### src/rtl/rgb_pwm_capture.sv
// rgb_pwm_capture
//
// Measures an asynchronous PWM waveform against the internal oscillator.
// Once per full PWM period (rising edge to rising edge) it reports how many
// clock cycles the input was high and how long the period was. It also flags
// an input that has stopped toggling (stuck high or stuck low).
//
// Ports:
//   int_osc    in   system clock (internal HF oscillator)
//   rst        in   asynchronous active-high reset
//   pwm_in     in   PWM input, asynchronous to int_osc
//   enable     in   measurement enable; low forces IDLE
//   high_cnt   out  high cycles in the last completed period
//   period_cnt out  cycles between the last two rising edges
//   meas_valid out  one-cycle strobe when high_cnt/period_cnt update
//   stuck      out  no rising edge seen for 2^CNT_W-1 cycles
//   level      out  synchronised input level captured when stuck was set
module rgb_pwm_capture #(
    parameter int CNT_W = 24
) (
    input  logic             int_osc,
    input  logic             rst,
    input  logic             pwm_in,
    input  logic             enable,
    output logic [CNT_W-1:0] high_cnt,
    output logic [CNT_W-1:0] period_cnt,
    output logic             meas_valid,
    output logic             stuck,
    output logic             level
);

    localparam logic [CNT_W-1:0] CNT_MAX = '1;
    localparam logic [CNT_W-1:0] CNT_ONE = {{(CNT_W-1){1'b0}}, 1'b1};

    typedef enum logic [1:0] {
        IDLE,
        ARM,
        MEASURE
    } state_t;

    state_t           state, state_nxt;
    logic             s1, pwm_s, pwm_d;
    logic             rise;
    logic [CNT_W-1:0] per_acc, per_acc_nxt;
    logic [CNT_W-1:0] hi_acc, hi_acc_nxt;
    logic [CNT_W-1:0] per_inc, hi_inc;
    logic [CNT_W-1:0] high_cnt_nxt, period_cnt_nxt;
    logic             meas_valid_nxt, stuck_nxt, level_nxt;

    // Two-flop synchroniser plus one delay flop for rising-edge detection.
    always_ff @(posedge int_osc or posedge rst) begin
        if (rst) begin
            s1    <= 1'b0;
            pwm_s <= 1'b0;
            pwm_d <= 1'b0;
        end else begin
            s1    <= pwm_in;
            pwm_s <= s1;
            pwm_d <= pwm_s;
        end
    end

    assign rise = pwm_s & ~pwm_d;

    // Saturating increments; the accumulators must never wrap.
    assign per_inc = (per_acc == CNT_MAX) ? per_acc : per_acc + CNT_ONE;
    assign hi_inc  = (hi_acc == CNT_MAX) ? hi_acc
                                         : hi_acc + {{(CNT_W-1){1'b0}}, pwm_s};

    // Next-state and next-output logic. A rise always beats a timeout in the
    // same cycle, so a period of exactly all-ones is still reported.
    always_comb begin
        state_nxt      = state;
        per_acc_nxt    = per_acc;
        hi_acc_nxt     = hi_acc;
        high_cnt_nxt   = high_cnt;
        period_cnt_nxt = period_cnt;
        meas_valid_nxt = 1'b0;
        stuck_nxt      = stuck;
        level_nxt      = level;

        if (!enable) begin
            state_nxt   = IDLE;
            per_acc_nxt = '0;
            hi_acc_nxt  = '0;
            stuck_nxt   = 1'b0;
        end else begin
            case (state)
                IDLE: begin
                    per_acc_nxt = '0;
                    hi_acc_nxt  = '0;
                    stuck_nxt   = 1'b0;
                    state_nxt   = ARM;
                end
                ARM: begin
                    hi_acc_nxt = '0;
                    if (rise) begin
                        state_nxt   = MEASURE;
                        per_acc_nxt = CNT_ONE;
                        hi_acc_nxt  = CNT_ONE;
                    end else if (per_acc == CNT_MAX) begin
                        stuck_nxt   = 1'b1;
                        level_nxt   = pwm_s;
                        per_acc_nxt = '0;
                    end else begin
                        per_acc_nxt = per_inc;
                    end
                end
                MEASURE: begin
                    if (rise) begin
                        period_cnt_nxt = per_acc;
                        high_cnt_nxt   = hi_acc;
                        meas_valid_nxt = 1'b1;
                        stuck_nxt      = 1'b0;
                        per_acc_nxt    = CNT_ONE;
                        hi_acc_nxt     = CNT_ONE;
                    end else if (per_acc == CNT_MAX) begin
                        stuck_nxt   = 1'b1;
                        level_nxt   = pwm_s;
                        state_nxt   = ARM;
                        per_acc_nxt = '0;
                        hi_acc_nxt  = '0;
                    end else begin
                        per_acc_nxt = per_inc;
                        hi_acc_nxt  = hi_inc;
                    end
                end
                default: begin
                    state_nxt   = IDLE;
                    per_acc_nxt = '0;
                    hi_acc_nxt  = '0;
                end
            endcase
        end
    end

    // State, accumulator and result registers.
    always_ff @(posedge int_osc or posedge rst) begin
        if (rst) begin
            state      <= IDLE;
            per_acc    <= '0;
            hi_acc     <= '0;
            high_cnt   <= '0;
            period_cnt <= '0;
            meas_valid <= 1'b0;
            stuck      <= 1'b0;
            level      <= 1'b0;
        end else begin
            state      <= state_nxt;
            per_acc    <= per_acc_nxt;
            hi_acc     <= hi_acc_nxt;
            high_cnt   <= high_cnt_nxt;
            period_cnt <= period_cnt_nxt;
            meas_valid <= meas_valid_nxt;
            stuck      <= stuck_nxt;
            level      <= level_nxt;
        end
    end

endmodule

### config.mk
export PLATFORM = sky130hd
export DESIGN_NAME = rgb_pwm_capture
export DESIGN_NICKNAME = d
export VERILOG_FILES = /design/src/rtl/rgb_pwm_capture.sv
export SDC_FILE = /design/constraint.sdc
export NUM_CORES = 1
export LEC_CHECK = 0
export ABC_CLOCK_PERIOD_IN_PS = 10060
export CAP_MARGIN = 25
export CORE_AREA = 4 4 162 101
export DETAILED_ROUTE_END_ITERATION = 8
export DIE_AREA = 0 0 166 105
export PLACE_DENSITY_LB_ADDON = 0.05
export SLEW_MARGIN = 20
export SYNTH_ARGS = -nofsm -noshare
export SYNTH_HDL_FRONTEND = slang
export SYNTH_SLANG_ARGS = --single-unit
### constraint.sdc
create_clock -name int_osc -period 10.06 [get_ports int_osc]
set_clock_uncertainty 0.05 [all_clocks]
set_input_delay 3.018 -clock int_osc [delete_from_list [all_inputs] [get_ports int_osc]]
set_output_delay 3.018 -clock int_osc [all_outputs]
set_load 0.05 [all_outputs]
==> run summary, run 1 <==
The sequential cell area came out at 2600 um^2. sky130_fd_sc_hd__dfrtp_1 takes more of the synthesized area than any other cell. By count the netlist is led by sky130_fd_sc_hd__dfrtp_1, sky130_fd_sc_hd__nor2_1, sky130_fd_sc_hd__mux2_2, sky130_fd_sc_hd__xor2_1, sky130_fd_sc_hd__nand3_1. STA classifies the critical path startpoint as an input port. The power density over the cells came out at 161 nW/um^2. The highest net fanout along the worst path came out at 14.

The initial antenna violation count came out at 0. The repair_antennas step left the layout with diodes totalling 0. The first-pass iteration count of the detailed router came out at 4. In this run the horizontal extent of the chip is 166 um. The analysis attributes to cell leakage a power of 0.00252 uW.

IR analysis of the VDD net gives a maximum drop of 0.0787 mV. The most common cell in the netlist was sky130_fd_sc_hd__dfrtp_1. Gates resized during post-CTS repair numbered 0.

Maximum number of buffers from clock root to sink: 2. The number of setup buffers added after CTS is 0. After detailed routing, the number of vias per cell comes to 4.75. Synthesis produced 403 cells.

The placement-stage cell area was 5400 um^2; the post-CTS clock slew at the launch and capture registers of the worst setup and hold paths was 0.07 ns. At the end of the flow the core is filled with cells to 38.2%. Post-synthesis async set-or-reset flop share: 100%. Total power for the finished layout comes to 923 uW.

Walking the worst path, the cells encountered are clkdlybuf4s50_1 > nand2_1 > nor3_1 > o2111ai_2 > nand4_1 > xor2_1 > nor2_1. The sum of overflow across all layers after global routing was 0. In this run, synthesis produced a sequential element count of 104. Entering global routing, the biggest net connects 67 pins. The via count of the first global-routing pass was 3128. Derived from the worst setup path, the maximum achievable clock frequency is 0.209 GHz. The clock root buffer master is sky130_fd_sc_hd__clkbuf_16.

In this run the remaining antenna-violating nets after routing total 0. The number of buffers inserted during clock tree synthesis was 9. On the critical path the largest part of the delay comes from simple AND/OR/NAND/NOR gates. The total of buffers placed on input and output ports was 54. The buffering stage count on the worst path with inverters included is 1. In this run the cell area of the synthesized design comes to 4670 um^2.

Counting every net in the synthesized netlist gives 414. The total area inside the core boundary comes to 15000 um^2. For this run, the slowest stage of the critical path takes 0.64 ns. From synthesis to final layout, the design area changed by 22.9%. The flow ran to the end, and the final reports show no timing, DRC or antenna violations. The normalized max-slew margin came out at 42.7%. The final number of hold-violating endpoints was 0; the worst-case setup margin in the final layout was 5.27 ns. In the final layout, the share of cells above drive strength 1 is 16.2%.

Setup repair after global routing left no endpoint under its margin. For this design, the slowest cell found on the critical path is sky130_fd_sc_hd__clkdlybuf4s50_1. After clock tree synthesis, the flow added hold-fix buffers numbering 0. Counting every sink on the clock net gives 104. By area the synthesized netlist is led by sky130_fd_sc_hd__dfrtp_1, sky130_fd_sc_hd__mux2_2, sky130_fd_sc_hd__xor2_1.

The main flop type after synthesis was sky130_fd_sc_hd__dfrtp_1. The tools report the total number of nets in the final design as 463. The detailed-route via count came out at 3133. After synthesis, the largest area contributor takes up 55.7% of total cell area.

The estimated wirelength of the detail-placed design is 7170 um. After layout, the minimum clock period comes to 4.79 ns. The tool flagged a number of max-cap violations equal to 0. Kind of end point of the critical path: a register. 55 I/O pins were placed. In this run the vertical extent of the chip is 105 um.

For the full die area, the log shows 17400 um^2. The worst setup slack before clock tree synthesis is 4.90 ns, and the floorplan row count is 35. By startpoint and endpoint, the worst setup path is classified as in -> reg. The share of the clock period used by the worst path is 47.6%.

Once layout is done, the placed cells without fillers occupy 5740 um^2. The global placement routability congestion is 0.778, and the setup TNS is 0 ns. Sequential cells were found to cover 55.7% of the synthesized design area. The first global-routing pass estimated 17300 um of wire. Once the floorplan was initialized, standard cells occupied 31.1% of the core.

In the final layout, the multi-input gates occupy 1960 um^2. The mean cell area of the mapped netlist was 11.6 um^2. The classification of the worst-slack hold path was reg -> reg.

The routed wire length is 10300 um, and the number of warnings reported in the yosys synthesis log is 0. TritonCTS built the clock tree. For the pin with the worst max-slew slack, the measured transition is 0.859 ns. After detailed routing, the average wire length per cell comes to 15.6 um. Data on the critical path arrives at its endpoint at 4.93 ns. For the first-iteration detailed-routing DRC count, the log shows 175. For the filler cell count, the log shows 1487. Global routing consumed, over all layers together, 12.3% of the routing resources. The count of flip-flops with a built-in enable after synthesis is 0. The count of pins over their slew limit came out at 0. The worst path required time was 10.20 ns; the number of library cell types mapped by synthesis was 43. For the final count of negative-setup-slack endpoints, the log shows 0.

The residual DRC count is 0. The clock latency at the later pin of the worst-skew pair was 0.34 ns; the H-tree depth was 3.
sequential cells by signal, summed over array words and instances (netlist names), 2 cells and up:
| signal | count |
|---|---|
| state | 2 |
| hi_acc | 24 |
| per_acc | 24 |
| period_cnt | 24 |
| high_cnt | 24 |
where the power goes:
group          internal [uW]  switching (uW)  leakage [uW]  total, uW
clock network            239             155      0.000169        394
registers                426            8.15       0.00144        434
logic                   30.8            63.6      0.000904       94.4
worst paths after layout:
path,startpoint,end,slack (ns),cells past startpoint
worst min-delay path,s1,pwm_s,0.30,0
min in group asynchronous,rst,period_cnt[19],3.02,2
worst max-delay path,enable,hi_acc[8],5.27,7
worst min register to register,s1,pwm_s,0.30,0
max in group asynchronous,rst,high_cnt[20],5.69,3
worst max register to register,per_acc[0],hi_acc[3],7.37,7
kinds of logic (layout without fill, tap and decap cells):
group,after synthesis,after routing,synth area share (%)
mux,48,48,11.5
fa+ha+maj,7,7,1.87
xor+xnor,40,40,7.50
flops,104,104,55.7
compound gates,29,29,4.74
simple gates,149,149,16.1
buf+inv,26,80,2.52
metal layers:
layer	global-route usage (%)	wire length (um)	share of wire, %
met4	2.88	74	0.72
met5	0	0	0
met3	3.44	465	4.5
met2	15.6	4040	39
met1	20.0	5750	56
area by class of cell:
type / count / share of cell area, %
clock buffer: 12 / 4.64
clock inverter: 4 / 1.29
inverter: 8 / 0.566
multi-input combinational: 273 / 34.1
sequential: 104 / 45.3
tap: 203 / 4.42
timing repair buffer: 56 / 9.67
cells in the final DEF, fill, tap and decap left out, drive strengths merged:
master         instances
a211oi                 2
a21o                   1
a21oi                  7
a31oi                  1
and2                   2
and3                  15
and4                   5
buf                    2
bufinv                 2
clkbuf                12
clkdlybuf4s50         54
clkinv                 1
dfrtp                104
ha                     7
inv                    9
mux2                  47
mux2i                  1
nand2                 16
nand2b                 1
nand3                 26
nand4                 12
nand4b                 1
nor2                  57
nor2b                  3
nor3                   3
nor4                   3
o2111ai                4
o211ai                 3
o21ai                  6
o21bai                 2
o22ai                  1
o2bb2ai                1
o41ai                  1
or3                    4
or4                    1
xnor2                 13
xor2                  27
metrics by stage:
stage	std cells	hold WS [ns]
floorplan	403	0.281
global placement	644	0.285
detailed placement	644	0.285
CTS	660	0.301
global route	660	0.309
finish	660	0.299
No activity file was read; power rests on OpenSTA's default activity.
==> inputs of run 2 (changes only) <==
--- a/config.mk
+++ b/config.mk
@@ -5,7 +5,7 @@
 export SDC_FILE = /design/constraint.sdc
 export NUM_CORES = 1
 export LEC_CHECK = 0
-export ABC_CLOCK_PERIOD_IN_PS = 10060
+export ABC_CLOCK_PERIOD_IN_PS = 4900
 export CAP_MARGIN = 25
 export CORE_AREA = 4 4 162 101
 export DETAILED_ROUTE_END_ITERATION = 8
==> constraint.sdc (replaced) <==
create_clock -name int_osc -period 4.9 [get_ports int_osc]
set_clock_uncertainty 0.05 [all_clocks]
set_input_delay 1.47 -clock int_osc [delete_from_list [all_inputs] [get_ports int_osc]]
set_output_delay 1.47 -clock int_osc [all_outputs]
set_load 0.05 [all_outputs]
==> run 2 against run 1 <==
Compared with the run above: die area unchanged; sequential power grew 110%; critical path depth is the same; setup slack got worse by 3.6 ns; register-to-register slack worse by 5.2 ns; design area decreased by 0.63%; critical endpoint is now hi_acc[5]; largest power group unchanged.
==> run summary, run 2 (same netlist as run 1, synthesis figures left out) <==
The total number of nets in the final design is 464. The number of hold buffers added after CTS was 0. For this run, the detailed router's first-pass iteration total came to 4. The worst path in the final design needs a cycle of 3.24 ns, including I/O delays and setup. For the leakage power, the log shows 0.00249 uW. Wire segments on met2 add up to 3890 um in the final route. The buffering stage count on the worst path with inverters included was 1; the met3 wirelength from detailed routing was 446 um. In this run, post-CTS repair resized a total of 0 instances. The run gives 0 ns as the setup TNS. Dividing the detail-routed via count by the number of cells gives 4.70. The slowest library cell on the worst path was sky130_fd_sc_hd__clkdlybuf4s50_1.

The detailed router finished its first iteration with 158 violations. For the count of max-cap constraint violations, the log shows 0. TritonCTS built the clock tree.

The top cell types in the final layout, fill and taps aside, are sky130_fd_sc_hd__dfrtp_1, sky130_fd_sc_hd__nor2_1, sky130_fd_sc_hd__clkdlybuf4s50_1. The highest net fanout along the worst path was 14; the peak clock frequency supported by timing was 0.309 GHz. The overall routing resource usage was 12.6%. The worst hold path was traced through 0 stages. After clock tree synthesis, the setup repair step added 0 buffers. The run gives 5.05 ns as the worst path required time.

The run gives 56 as the largest net degree at the start of global routing. The filler cells instantiated in the layout total 1470. The tools report the kind of end point of the critical path as a register. Summing all non-filler instances in the final layout gives an area of 5710 um^2. The tools report the initial antenna violation count as 0.

The critical path in this run is classified as in -> reg. The logs give 35 for the floorplan row count and 55 for the I/O pin count. The post-CTS clock slew at the launch and capture registers of the worst setup and hold paths was 0.07 ns. Number of inserted diodes: 0. The die covers 17400 um^2. Buffers inserted during clock tree synthesis total 9. The uppermost metal layer occupied by signal nets was met4. The met1 wire length is 5830 um, and the total of buffers placed on input and output ports is 54. The area growth from synthesis to layout is 22.1%.

The core region is 15000 um^2. In the final routed layout, each cell accounts on average for 15.5 um. Power spread over the standard cell area amounts to 316 nW/um^2. The residual DRC count was 0.

For this block, the via count after detailed routing is 3110. The delay contributed by the slowest stage of the critical path was 0.66 ns. The cell count of the worst reg-to-reg path came out at 7. The logs give 7160 um for the estimated wirelength of the detail-placed design and 0 for the post-detailed-route count of antenna-violating nets. The later pin in the worst-skew pair is clocked with a latency of 0.34 ns.

The flow ran to the end, and the final reports show no timing, DRC or antenna violations. In this run the number of H-tree levels came out at 3. The global placement routability congestion was 0.792. The clock root buffer master is sky130_fd_sc_hd__clkbuf_16.

Setup violations remaining at the end of the flow were counted as 0. Transition at the pin with the smallest max-transition slack: 0.888 ns. Setup repair after global routing left no endpoint under its margin. The final layout contains routed wiring with a total length of 10300 um.

Share of the clock period used by the worst path: 66.1%. Grouping stages by cell kind, the critical path spends the most delay in buffers and inverters. For this configuration, the core starts out at a cell density of 31.1%. The tools report the critical path launch point type as an input port. Once layout is complete, the utilization of the core stands at 38.0%. The wire length of the first global-routing pass is 17600 um, and the number of clock sinks seen by CTS is 104. The via count of the first global-routing pass is 3079, and the count of pins over their slew limit is 0. The normalized max-slew margin is 40.3%, and the total number of cells along the worst setup path is 7. At the worst endpoint, the arrival time is 3.39 ns. The die is 105 um tall.

Classification of the worst-slack hold path: reg -> reg. The sum of overflow across all layers after global routing was 0; the die outline width was 166 um. Leaving out fill and tap cells, the most frequent cell in the layout is sky130_fd_sc_hd__dfrtp_1. For the final number of hold-violating endpoints, the log shows 0.

The placement-stage cell area is 5410 um^2, and the share of cells above drive strength 1 is 16.4%. The critical path goes through clkdlybuf4s50_1 > nand2_1 > nor3_1 > o2111ai_2 > nand4_1 > xor2_1 > nor2_1. Counting along the longest clock path gives a buffer depth of 2. The tools report the maximum vdd ir drop as 0.149 mV.
run 2: cell type report:
type	instances	area, um^2	area share, %
clock inverter	7	71.3	1.25
sequential	104	2600	45.6
clock buffer	9	225	3.95
tap	203	254	4.45
timing repair buffer	57	563	9.87
multi-input combinational	273	1960	34.3
inverter	8	32.5	0.570
run 2: power breakdown:
group	internal (uW)	switching, uW
combinational	63.3	128
sequential	875	17.3
clock	396	323
total	1330	468
run 2: metal layers:
| metal | vias up | track usage [%] |
|---|---|---|
| met5 | - | 0 |
| met4 | 0 | 2.83 |
| met3 | 9 | 3.44 |
| met2 | 61 | 15.6 |
| met1 | 1537 | 20.8 |
| li1 | 1503 | - |
run 2: through the flow:
stage	setup WS, ns	std cells	power, uW	hold WS [ns]
after global routing	1.48	661	1900	0.310
final	1.66	661	1800	0.301
after floorplan	0.648	403	1050	0.281
after global placement	1.34	645	1100	0.284
after detailed placement	1.30	645	1100	0.286
after CTS	1.67	661	1840	0.302
run 2: worst paths after layout:
| check | start | to | slack [ns] |
|---|---|---|---|
| max | enable | hi_acc[5] | 1.66 |
| min | s1 | pwm_s | 0.30 |
| max reg2reg | per_acc[0] | hi_acc[3] | 2.21 |
| min reg2reg | s1 | pwm_s | 0.30 |
| max in group asynchronous | rst | per_acc[15] | 2.42 |
| min in group asynchronous | rst | period_cnt[22] | 1.55 |
==> inputs of run 3 (changes only) <==
--- a/config.mk
+++ b/config.mk
@@ -5,7 +5,7 @@
 export SDC_FILE = /design/constraint.sdc
 export NUM_CORES = 1
 export LEC_CHECK = 0
-export ABC_CLOCK_PERIOD_IN_PS = 4900
+export ABC_CLOCK_PERIOD_IN_PS = 2800
 export CAP_MARGIN = 25
 export CORE_AREA = 4 4 162 101
 export DETAILED_ROUTE_END_ITERATION = 8
==> constraint.sdc (replaced) <==
create_clock -name int_osc -period 2.8 [get_ports int_osc]
set_clock_uncertainty 0.05 [all_clocks]
set_input_delay 0.84 -clock int_osc [delete_from_list [all_inputs] [get_ports int_osc]]
set_output_delay 0.84 -clock int_osc [all_outputs]
set_load 0.05 [all_outputs]
==> run 3 against run 2 <==
Compared with the run above: sequential power up 75%; first-iteration DRC count grew 3.2%; utilization grew 0.53 points; critical path depth decreased by 6; total power increased by 70%; global-route usage is 0.22 points higher; sequential share of layout area decreased by 0.63 points; critical endpoint is now high_cnt[1]; setup slack lost 1.3 ns; highest routed layer unchanged; sequential cell count stayed put; final cell count grew 1.4%; count of clock-buffer cells in the layout grew 1.
==> run summary, run 3 (same netlist as run 1, synthesis figures left out) <==
The logs give 0 for the count of max-cap constraint violations and 10600 um for the routed wire length. The I/O pin count is 55. Once the floorplan was initialized, standard cells occupied 31.1% of the core. The tools report the number of gates resized after CTS as 0. The worst path required time came out at 1.91 ns.

For the H-tree depth, the log shows 3. For the full die area, the log shows 17400 um^2. The library cell used most frequently in the layout, excluding fill and tap cells, is sky130_fd_sc_hd__dfrtp_1.

The kind of critical path is reg -> out. The area growth from synthesis to layout came out at 23.8%. The tools report the clock root buffer master as sky130_fd_sc_hd__clkbuf_16. The final route contains 3133 vias. Before antenna repair, the detailed router went through 4 iterations. In the routed design, unresolved DRC markers number 0.

TritonCTS built the clock tree. STA puts the critical path data arrival time at 1.54 ns. The floorplan has 35 rows. The sum of overflow across all layers after global routing came out at 0. The per-cell routed wire length was 15.9 um; the global placement routability congestion was 0.751. Timing would allow up to 0.411 GHz. Setup repair after global routing left no endpoint under its margin. Kind of cell with the highest combined delay on the critical path: buffers and inverters.

The run gives 2 as the maximum number of buffers from clock root to sink. Walking the worst path, the cells encountered are clkdlybuf4s50_1. After detailed routing, the number of vias per cell comes to 4.68. The via count of the first global-routing pass was 3187; the normalized max-slew margin was 65.4%.

In this run the tool buffered the top-level ports with 54 buffer cells. The delay contributed by the slowest stage of the critical path came out at 0.82 ns. The logs give 0 ns for the setup TNS and 0.00254 uW for the leakage power. The buffering stage count on the worst path with inverters included works out to 1. The total number of nets in the final design was 474. The classification of the worst-slack hold path was reg -> reg.

The final number of hold-violating endpoints was 0. Dividing the final minimum period by the clock period gives 86.9%. The flow ran to the end, and the final reports show no timing, DRC or antenna violations. The run gives 7480 um as the estimated wirelength of the detail-placed design.

The clock latency at the later pin of the worst-skew pair came out at 0.34 ns. Setup violations remaining at the end of the flow were counted as 0. For the number of clock sinks seen by CTS, the log shows 104. The worst setup path is captured at an output port.

STA classifies the critical path startpoint as a register. The power density over the cells works out to 531 nW/um^2. Entering global routing, the biggest net connects 52 pins. The die is 166 um wide. For the pin with the worst max-slew slack, the measured transition is 0.517 ns. The die is 105 um tall.

In this run the post-CTS setup repair buffer count came out at 0. The initial antenna violation count is 0. Of all nets on the critical path, the largest fanout is 2. The post-detailed-route count of antenna-violating nets is 0. The overall routing resource usage was 12.8%. The logs give 17900 um for the wire length of the first global-routing pass and 0 for the total of hold buffers inserted after clock tree synthesis. The worst-case IR drop observed on VDD is 0.244 mV.

Clock-pin slew was measured on the worst setup and hold paths at 0.07 ns. Counting the buffers created by CTS gives 9. The first routing iteration left 163 violations. The largest individual stage delay along the critical path comes from the cell sky130_fd_sc_hd__clkdlybuf4s50_1.

The number of inserted diodes was 0; the count of pins over their slew limit was 0. The share of cells above drive strength 1 was 17.8%. In the layout the commonest cells are sky130_fd_sc_hd__dfrtp_1, sky130_fd_sc_hd__nor2_1, sky130_fd_sc_hd__clkdlybuf4s50_1. Cells fill 38.5% of the core in the end. Time the final worst path needs with I/O delays and setup: 2.43 ns.

In this run the standard cell core region covers 15000 um^2.
==> run 3: changes by cell type in the layout (fill, tap and decap cells not counted), sizes merged <==
cell | before | now
buf | 3 | 13
bufinv | 1 | 0
clkbuf | 9 | 10
inv | 9 | 8
==> run 3: path summary, 6_finish.rpt <==
path                            slack [ns]             end        start  cells past startpoint
worst max register to register        0.42      hi_acc[19]   per_acc[0]                      7
min in group asynchronous             0.85           level          rst                      2
max in group asynchronous             1.24  period_cnt[13]          rst                      3
worst max-delay path                  0.37     high_cnt[1]  high_cnt[1]                      1
worst min register to register        0.32           pwm_s           s1                      0
worst min-delay path                  0.32           pwm_s           s1                      0
==> run 3: per-layer routing <==
layer	wire length, um	vias to the layer above	part of all wire [%]	track usage, %
li1	-	1524	-	-
met1	6030	1547	57	20.7
met2	4110	54	39	16.1
met3	398	8	3.7	3.74
met4	99	0	0.93	3.12
met5	0	-	0	0
==> run 3: cell type report <==
| type | count | area, um^2 |
|---|---|---|
| Tap cell | 203 | 254 |
| Fill cell | 1470 | 9230 |
| Clock buffer | 10 | 229 |
| Clock inverter | 5 | 33.8 |
| Inverter | 8 | 33.8 |
| Multi-Input combinational cell | 273 | 1960 |
| Timing Repair Buffer | 67 | 676 |
| Sequential cell | 104 | 2600 |
==> run 3: worst reg2reg max path: stages, from the launching register on <==
cell	delay, ns
sky130_fd_sc_hd__dfrtp_1	0.44
sky130_fd_sc_hd__ha_1	0.23
sky130_fd_sc_hd__nand3_1	0.11
sky130_fd_sc_hd__or4_4	0.53
sky130_fd_sc_hd__o21bai_4	0.33
sky130_fd_sc_hd__o21ai_1	0.11
sky130_fd_sc_hd__or3_1	0.35
sky130_fd_sc_hd__a21oi_1	0.15
==> run 3: report_power, final <==
part	total (uW)	internal [uW]	switching, uW	leakage [uW]
Sequential	1560	1530	30.8	0.00144
Clock	1160	599	557	0.000125
Combinational	355	128	227	0.000968
==> run 3: metrics by stage <==
| stage | hold slack, ns | instances | instance area, um^2 | power (uW) | setup slack, ns |
|---|---|---|---|---|---|
| global placement | 0.295 | 655 | 5520 | 1950 | 0.243 |
| global route | 0.327 | 670 | 5790 | 3240 | 0.272 |
| finish | 0.317 | 670 | 5790 | 3070 | 0.367 |
| detailed placement | 0.301 | 655 | 5520 | 1950 | 0.231 |
| floorplan | 0.281 | 403 | 4680 | 1840 | 0.656 |
| CTS | 0.317 | 670 | 5790 | 3140 | 0.343 |
